$ cat src/rtl/stopwatch_bcd_if.sv
// Button inputs and display-side outputs of the stopwatch core.
// master drives the buttons; slave is the stopwatch itself.
interface stopwatch_bcd_if;
  logic        btn_ss;
  logic        btn_lap;
  logic        btn_clr;
  logic [15:0] data;
  logic        running;
  logic        lapped;

  modport master (output btn_ss, btn_lap, btn_clr, input data, running, lapped);
  modport slave  (input btn_ss, btn_lap, btn_clr, output data, running, lapped);
endinterface

$ cat src/rtl/stopwatch_bcd.sv
// Stopwatch core: synchronised, debounced buttons driving a four-digit BCD
// SS.hh counter with start/stop, lap freeze and clear.
module stopwatch_bcd #(
  parameter int unsigned TICK_DIV  = 1_000_000,
  parameter int unsigned DB_CYCLES = 1_000_000
) (
  input logic            clk,
  input logic            rst,
  stopwatch_bcd_if.slave sw
);
  localparam int unsigned PW = $clog2(TICK_DIV);
  localparam int unsigned CW = $clog2(DB_CYCLES + 1);
  localparam int unsigned BSS  = 0;
  localparam int unsigned BLAP = 1;
  localparam int unsigned BCLR = 2;

  typedef enum logic [1:0] {S_IDLE, S_RUN, S_STOP} state_t;

  logic [2:0]          raw, sync1_q, sync2_q, lvl_q, lvl_d, prev_q, ev;
  logic [2:0][CW-1:0]  dbc_q, dbc_d;
  state_t              state_q, state_d;
  logic [PW-1:0]       presc_q, presc_d;
  logic [15:0]         live_q, live_d, lap_q, lap_d, data_q;
  logic                lapped_q, lapped_d, tick;

  assign raw = {sw.btn_clr, sw.btn_lap, sw.btn_ss};

  function automatic logic [15:0] bcd_inc(input logic [15:0] v);
    logic [15:0] r;
    logic        c;
    r = v;
    c = 1'b1;
    for (int unsigned i = 0; i < 4; i++) begin
      if (c) begin
        if (r[4*i +: 4] == 4'd9) begin
          r[4*i +: 4] = 4'd0;
        end else begin
          r[4*i +: 4] = r[4*i +: 4] + 4'd1;
          c = 1'b0;
        end
      end
    end
    return r;
  endfunction

  // Counter tracks consecutive cycles of disagreement with the debounced level.
  always_comb begin
    lvl_d = lvl_q;
    dbc_d = dbc_q;
    for (int unsigned b = 0; b < 3; b++) begin
      if (sync2_q[b] != lvl_q[b]) begin
        if (dbc_q[b] == CW'(DB_CYCLES - 1)) begin
          lvl_d[b] = sync2_q[b];
          dbc_d[b] = '0;
        end else begin
          dbc_d[b] = dbc_q[b] + CW'(1);
        end
      end else begin
        dbc_d[b] = '0;
      end
    end
  end

  assign ev = lvl_q & ~prev_q;

  always_comb begin
    state_d  = state_q;
    presc_d  = presc_q;
    live_d   = live_q;
    lap_d    = lap_q;
    lapped_d = lapped_q;
    tick     = 1'b0;

    if (state_q == S_RUN) begin
      if (presc_q == PW'(TICK_DIV - 1)) begin
        tick    = 1'b1;
        presc_d = '0;
      end else begin
        presc_d = presc_q + PW'(1);
      end
    end
    if (tick) live_d = bcd_inc(live_q);

    // A clr event swallows same-cycle ss/lap even when it is itself ignored in RUN.
    if (ev[BCLR]) begin
      if (state_q != S_RUN) begin
        state_d  = S_IDLE;
        presc_d  = '0;
        live_d   = '0;
        lap_d    = '0;
        lapped_d = 1'b0;
      end
    end else if (ev[BSS]) begin
      case (state_q)
        S_IDLE: begin
          state_d = S_RUN;
          presc_d = '0;
        end
        S_RUN:   state_d = S_STOP;
        S_STOP:  state_d = S_RUN;
        default: state_d = S_IDLE;
      endcase
    end else if (ev[BLAP]) begin
      if (state_q == S_RUN) begin
        lapped_d = ~lapped_q;
        if (!lapped_q) lap_d = live_q;
      end else if (state_q == S_STOP) begin
        lapped_d = 1'b0;
      end
    end
  end

  always_ff @(posedge clk) begin
    if (rst) begin
      sync1_q  <= '0;
      sync2_q  <= '0;
      lvl_q    <= '0;
      prev_q   <= '0;
      dbc_q    <= '0;
      state_q  <= S_IDLE;
      presc_q  <= '0;
      live_q   <= '0;
      lap_q    <= '0;
      lapped_q <= 1'b0;
      data_q   <= '0;
    end else begin
      sync1_q  <= raw;
      sync2_q  <= sync1_q;
      lvl_q    <= lvl_d;
      prev_q   <= lvl_q;
      dbc_q    <= dbc_d;
      state_q  <= state_d;
      presc_q  <= presc_d;
      live_q   <= live_d;
      lap_q    <= lap_d;
      lapped_q <= lapped_d;
      data_q   <= lapped_q ? lap_q : live_q;
    end
  end

  assign sw.data    = data_q;
  assign sw.running = (state_q == S_RUN);
  assign sw.lapped  = lapped_q;
endmodule

$ cat src/flat_wrapper.sv
// flat-port wrapper written by rule: the top's interface ports become plain ports
module stopwatch_bcd_flat 
#(
  parameter int unsigned TICK_DIV  = 1_000_000,
  parameter int unsigned DB_CYCLES = 1_000_000
)
  (clk, rst, sw_btn_ss, sw_btn_lap, sw_btn_clr, sw_data, sw_running, sw_lapped);
  stopwatch_bcd_if sw_i ();
  input logic clk;
  input logic rst;
  input wire logic [$bits(sw_i.btn_ss)-1:0] sw_btn_ss;
  input wire logic [$bits(sw_i.btn_lap)-1:0] sw_btn_lap;
  input wire logic [$bits(sw_i.btn_clr)-1:0] sw_btn_clr;
  output wire logic [$bits(sw_i.data)-1:0] sw_data;
  output wire logic [$bits(sw_i.running)-1:0] sw_running;
  output wire logic [$bits(sw_i.lapped)-1:0] sw_lapped;
  assign sw_i.btn_ss = sw_btn_ss;
  assign sw_i.btn_lap = sw_btn_lap;
  assign sw_i.btn_clr = sw_btn_clr;
  assign sw_data = sw_i.data;
  assign sw_running = sw_i.running;
  assign sw_lapped = sw_i.lapped;
  stopwatch_bcd #(.TICK_DIV(TICK_DIV), .DB_CYCLES(DB_CYCLES)) u_core (.clk(clk), .rst(rst), .sw(sw_i));
endmodule
$ cat config.mk
export PLATFORM = sky130hd
export DESIGN_NAME = stopwatch_bcd_flat
export DESIGN_NICKNAME = d
export VERILOG_FILES = /design/src/rtl/stopwatch_bcd_if.sv /design/src/rtl/stopwatch_bcd.sv /design/src/flat_wrapper.sv
export SDC_FILE = /design/constraint.sdc
export NUM_CORES = 1
export LEC_CHECK = 0
export CORE_MARGIN = 2
export CORE_UTILIZATION = 41
export CTS_CLUSTER_SIZE = 40
export DETAILED_ROUTE_END_ITERATION = 6
export GPL_ROUTABILITY_DRIVEN = 0
export HOLD_SLACK_MARGIN = 0.06
export PLACE_DENSITY_LB_ADDON = 0.08
export SETUP_SLACK_MARGIN = 0.5
export SYNTH_ARGS = -nofsm -noshare
export SYNTH_HDL_FRONTEND = slang
export SYNTH_SLANG_ARGS = --single-unit
$ cat constraint.sdc
create_clock -name clk -period 2.6 [get_ports clk]
set_clock_uncertainty 0.1 [all_clocks]
set_input_delay 0.52 -clock clk [delete_from_list [all_inputs] [get_ports clk]]
set_output_delay 0.52 -clock clk [all_outputs]
set_load 0.03 [all_outputs]
### Yosys cells after proc, flatten, opt, wreduce, memory -nomap -nowiden

Index checks and enable logic that the tools add are counted.

| cells by class | value |
|---|---|
| eq/ne operators | 16 |
| magnitude comparators | 0 |
| shift operators | 0 |
| div/mod/pow operators | 0 |
| reduce and logical (&&, ||, !) cells | 15 |
| bitwise logic cells | 6 |
| mux-type cells | 42 |
| multiply operators | 0 |
| add/subtract/negate cells | 8 |

Operators by type and width:

| kind | number |
|---|---|
| 16-bit two-way mux | 9 |
| 20-bit two-way mux | 6 |
| 20-bit by 1-bit adder with 20-bit output, second input constant | 4 |
| 20-bit == test, second input constant | 4 |
| 4-bit two-way mux | 7 |
| 4-bit by 1-bit adder with 4-bit output, second input constant | 4 |
| 4-bit == test, second input constant | 4 |
| 1-bit two-way mux | 16 |
| 3-bit OR reduction | 3 |
| 2-bit AND reduction | 4 |
| 4-bit AND reduction | 2 |
| 2-bit two-way mux | 3 |
| 2-bit nonzero test | 3 |
| 2-bit by 1-bit != test with 1-bit output, second input constant | 2 |
| 1-bit NOT | 4 |
| 2-bit case mux with 2 select lines | 1 |
| 3-bit AND | 1 |
| 1-bit != test | 3 |
| 3-bit NOT | 1 |
| 3-bit nonzero test | 1 |
| 2-bit by 1-bit == test with 1-bit output, second input constant | 1 |
| 2-bit == test, second input constant | 1 |
| 2-bit zero test | 1 |
| 2-bit != test, second input constant | 1 |
| 2-bit OR reduction | 1 |

| word-level totals | value |
|---|---|
| bits in writable memories | 0 |
| latch bits | 0 |
| logic and storage cells | 102 |
| flip-flop bits (word level) | 143 |
| output and inout port bits | 18 |
| memories kept | 0 |
| ROM bits | 0 |

### Longest topological paths before layout

| depth | value |
|---|---|
| word-level depth | 12 |
| gate-level depth with buffers | 8 |

### Least setup slack after synthesis

Ideal clock, no wire load.

| timing path | value |
|---|---|
| path type | flip-flop to flip-flop |
| from | reg u_core.state_q[1] |
| to | reg u_core.live_q[14] |
| path slack | 0.428 ns |
| data arrival time | 2.001 ns |
| stages on the path, launching flop included | 8 |
| data required time | 2.429 ns |
| setup time | 0.071 ns |
| path through | dfxtp_1 inv_1 ha_1 nand4b_1 nor4_4 nand4_2 or3_1 a21oi_1 |

| on the way | value |
|---|---|
| cells in the longest elaborated chain, start to end | 5 |
| elaborated cells on any way between the ends | 6 |
| classes of those cells | 2 x eq/ne; 4 x mux |

RTL lines:

| item | line | text |
|---|---|---|
| from (decl) | stopwatch_bcd.sv:21 | `state_t state_q, state_d;` |
| from (signal assigned) | stopwatch_bcd.sv:132 | `state_q <= state_d;` |
| 2-bit by 1-bit == test with 1-bit output * | - |  |
| net sw_running | flat_wrapper.sv:15 | `output wire logic [$bits(sw_i.running)-1:0] sw_running;` |
| 1-bit two-way mux * | stopwatch_bcd.sv:74 | `if (state_q == S_RUN) begin` |
| 16-bit two-way mux * | stopwatch_bcd.sv:82 | `if (tick) live_d = bcd_inc(live_q);` |
| 16-bit two-way mux | stopwatch_bcd.sv:86 | `if (state_q != S_RUN) begin` |
| 16-bit two-way mux * | stopwatch_bcd.sv:85 | `if (ev[BCLR]) begin` |
| to (signal assigned) | stopwatch_bcd.sv:134 | `live_q <= live_d;` |
| to (decl) | stopwatch_bcd.sv:23 | `logic [15:0] live_q, live_d, lap_q, lap_d, data_q;` |

The timed path passes the listed nets; every way through them passes the cells marked *.
A chain may end at the register's enable or synchronous reset.

### Worst setup path in the final report

| timing path | value |
|---|---|
| from | reg u_core.data_q[5] (netlist: u_core.sw.data[5]) |
| to | out sw_data[5] |

RTL lines:

| item | line | text |
|---|---|---|
| from (decl) | stopwatch_bcd.sv:23 |  |
| from (signal assigned) | stopwatch_bcd.sv:137 | `data_q <= lapped_q ? lap_q : live_q;` |
| to (decl) | flat_wrapper.sv:14 | `output wire logic [$bits(sw_i.data)-1:0] sw_data;` |

No word-level cell between the ends.

==> impl_summary.md <==
GRT
The number of antenna violations at the first check in global routing is 0. The total global-route track usage is 0.1636. The pin count of the biggest net entering global routing is 21. Global routing finished with a remaining overflow of 0.

The via count of the first global-routing pass came to 4,491. The wire length of the first global-routing pass is 21,300 µm.

STA
The total count of hold-check failures in the final report is 0. Setup violations remaining at the end of the flow were counted as 0. On the final layout, the worst hold slack is 0.3365 ns. In the finished design, the share of the clock period the worst path needs comes to 0.7805. Setup repair after global routing could not meet its margin everywhere. The pin slew with the least headroom to its limit is 0.6799 ns. The worst slew margin relative to its limit is 0.5433. Derived from the worst setup path, the maximum achievable clock frequency is 0.4928 GHz. The number of max-slew violations in the final report came to 0.

For the final routed database, the setup TNS stands at 0 ns. For the finished layout, the period the worst path requires is 2.029 ns.

Floorplan
The floorplan core area is 14,480 µm². The area of the die is 15,740 µm². The floorplan step set the die width to 125.5 µm. The initial standard-cell utilization of the core is 0.4178. The die is 125.5 µm tall.

The number of top-level design ports is 23. After floorplanning, the core was divided into 44 placement rows.

Yosys
The commonest cells after synthesis are sky130_fd_sc_hd__dfxtp_1 (143), sky130_fd_sc_hd__nor2_1 (128), sky130_fd_sc_hd__xor2_1 (52). In the synthesized netlist the dominant register cell turns out to be sky130_fd_sc_hd__dfxtp_1. Of the total synthesized cell area, the portion taken by AND, OR, NAND and NOR gates is 0.2732. The proportion of synthesized chip area in sequential cells is 0.4732. The share of synthesized area in the top cell type comes to 0.4732. The synthesized flop and latch total is 143. The largest area contributor in the netlist is sky130_fd_sc_hd__dfxtp_1. The most instantiated library cell after synthesis is sky130_fd_sc_hd__dfxtp_1. The count of synthesis-stage warnings from yosys is 0. After synthesis the cells add up to 6050 µm². Of the total synthesized cell area, the portion taken by XOR and XNOR cells is 0.1144.

The number of distinct standard cells referenced by the synthesized netlist is 46. Yosys mapped a number of flops with a built-in enable equal to 0. In this run the mean area of a mapped cell was 9.043 µm². Of the total synthesized cell area, the portion taken by full adders, half adders and majority gates is 0.01655. After synthesis, the largest family of logic cells by area is simple AND/OR/NAND/NOR gates.

Of all flip-flops after synthesis, the portion carrying an async set or reset was 0. Yosys attributes the largest share of cell area to sky130_fd_sc_hd__dfxtp_1 (47%), sky130_fd_sc_hd__nor2_1 (7.9%), sky130_fd_sc_hd__xor2_1 (7.5%). The gate count of the mapped netlist is 669. Counting every net in the synthesized netlist gives 682.

Measured against the total synthesized area, the mux share comes to 0.03992. The fraction of the mapped netlist area in compound gates is 0.05502.

Worst setup path
Along the worst path, the maximum fanout reaches 1. The critical path goes through clkdlybuf4s50_1. The type of the setup path with the least slack is reg2out. In this run the critical register-to-register path is captured at u_core.live_q[14]. The combined buffer and inverter count along the critical path is 1. The critical path ends at sw_data[5]. The highest cell delay on the worst timing path is 0.67 ns.

In this run the number of cells on the critical path is 1. For this design, the slowest cell found on the critical path is sky130_fd_sc_hd__clkdlybuf4s50_1. The data required time of the critical path is 1.98 ns. The endpoint arrival time on the critical path is 1.41 ns. The kind of end point of the critical path is a primary output. The worst reg-to-reg setup slack is 0.58 ns. For the worst flop-to-flop path, the logic depth is 6. The worst register-to-register path begins at u_core.presc_q[14]. The worst setup path is launched from a flip-flop.

The worst setup path startpoint is u_core.sw.data[5]. The kind of cell adding the most delay to the critical path is buffers and inverters.

Flow run
The total of max-cap violations is 0.

Clocking
Clock tree synthesis selected as its root buffer the cell sky130_fd_sc_hd__clkbuf_16. Clock latency on the worst-skew pair, taken at its later pin, is 0.42 ns. The CTS tree is done.

The worst-case clock buffer depth is 2. The number of CTS-inserted buffers is 17. The tree built by TritonCTS fans out to 143 sinks.

The count of H-tree levels built during CTS is 4. The clock-pin slew on the worst setup and hold paths is 0.06 ns. The post-cts hold buffer count is 0.

Route
The count of nets left with antenna violations once routing finished came out at 0. In the routed design, unresolved DRC markers number 0. The post-detailed-routing wire length is 12,370 µm. The first TritonRoute pass finished after 5 iterations. Dividing the detail-routed wire length by the instance count gives 13.73 µm. The via density per instance is 5.159. After the first detailed-routing iteration, the DRC count stood at 280. The routed layout has 4,648 vias.

Pwr
In this run the power density over the cells is 652.6 nW/µm². The design draws 4713 µW. The analysis attributes to cell leakage a power of 0.002447 µW.

The worst-case IR drop observed on VDD is 0.4884 mV.

Cells and area
The summed area of non-filler cells in the final layout is 7222 µm². The diode insertion count for antenna repair is 0. The proportion of layout cells with a drive suffix above 1 is 0.1018. The area growth from synthesis to final layout is 19.38%. After the last flow step, the layout net total stands at 718. The final instance count without filler cells is 901.

Place
After detailed placement, the total cell area comes to 6492 µm². The number of port buffers is 22. Detailed placement ended at an HPWL of 8175 µm. The total instance count after detailed placement is 863.

Run status
The run finished with clean final reports.

Min path
In this run the most critical hold path is launched from u_core.sync1_q[2]. The path class of the tightest hold or removal check is reg2reg.
## timing repair
item | 4_1_cts | 5_1_grt
cloned | 0 | 1
gates resized for setup | 10 | 12
pin swaps | 3 | 7
setup endpoints to repair | 74 | 52
buffers inserted | 3 | 3
## cell type report
| type | instances | area, µm² |
|---|---|---|
| clock buffer | 20 | 456.7 |
| clock inverter | 11 | 140.1 |
| fill | 1345 | 7257 |
| inverter | 12 | 47.55 |
| multi-input combinational | 488 | 3103 |
| sequential | 143 | 2869 |
| tap | 184 | 230.2 |
| timing repair buffer | 43 | 375.4 |
## sequential cells by signal, indices dropped and copies added, names as in the netlist, named ones only
register	cells
u_core.sw.lapped	1
u_core.live_q	16
u_core.state_q	2
u_core.sync1_q	3
u_core.presc_q	18
u_core.sync2_q	3
u_core.lap_q	16
u_core.sw.data	16
u_core.dbc_q	60
u_core.lvl_q	3
u_core.prev_q	3
## worst min path at each step
stage | cells after the start | end
after detailed placement | 1 | u_core.sync2_q[2]
after floorplan | 1 | u_core.dbc_q[40]
after global routing | 1 | u_core.sync2_q[2]
final | 1 | u_core.sync2_q[2]
after CTS | 1 | u_core.sync2_q[2]
after global placement | 1 | u_core.dbc_q[40]
## report_power, final
group          internal, µW  leakage (µW)  total [µW]  switching (µW)
clock network          1550      0.000295        2460             909
registers              2200       0.00115        2200            3.31
logic                  20.7      0.000997        57.9            37.2
## kinds of logic after synthesis
kind of cell,Yosys count
muxes,24
xor gates and xnor gates,79
and+or+nand+nor,327
DFF,143
adders and majority gates,8
buffers and inverters,39
AOI/OAI and AO/OA,49
## metal layers
metal  vias to the layer above  wire, µm  track usage
met1                      2211      6066       0.2123
met2                        52      5741       0.2595
met5                         -         0            0
met3                        19       368      0.04878
met4                         0       193      0.05752
li1                       2366         -            -
## cells in the final DEF, fill, tap and decap left out, types with 16 or more instances in the layout
cell,count
sky130_fd_sc_hd__a22o_1,16
sky130_fd_sc_hd__buf_4,21
sky130_fd_sc_hd__clkbuf_16,17
sky130_fd_sc_hd__clkdlybuf4s50_1,20
sky130_fd_sc_hd__dfxtp_1,140
sky130_fd_sc_hd__mux2i_1,23
sky130_fd_sc_hd__nand2_1,45
sky130_fd_sc_hd__nand3_1,31
sky130_fd_sc_hd__nand4_1,26
sky130_fd_sc_hd__nor2_1,128
sky130_fd_sc_hd__nor2b_1,16
sky130_fd_sc_hd__xnor2_1,27
sky130_fd_sc_hd__xor2_1,52
## through the flow
step / setup slack, ns / utilization
2_1_floorplan: 0.5429 / -
3_3_place_gp: 0.3073 / 0.4484
3_5_place_dp: 0.2924 / 0.4484
4_1_cts: 0.4819 / 0.4938
5_1_grt: 0.4795 / 0.4988
6_report: 0.5707 / 0.4988
Power figures use the tool's default switching activity.
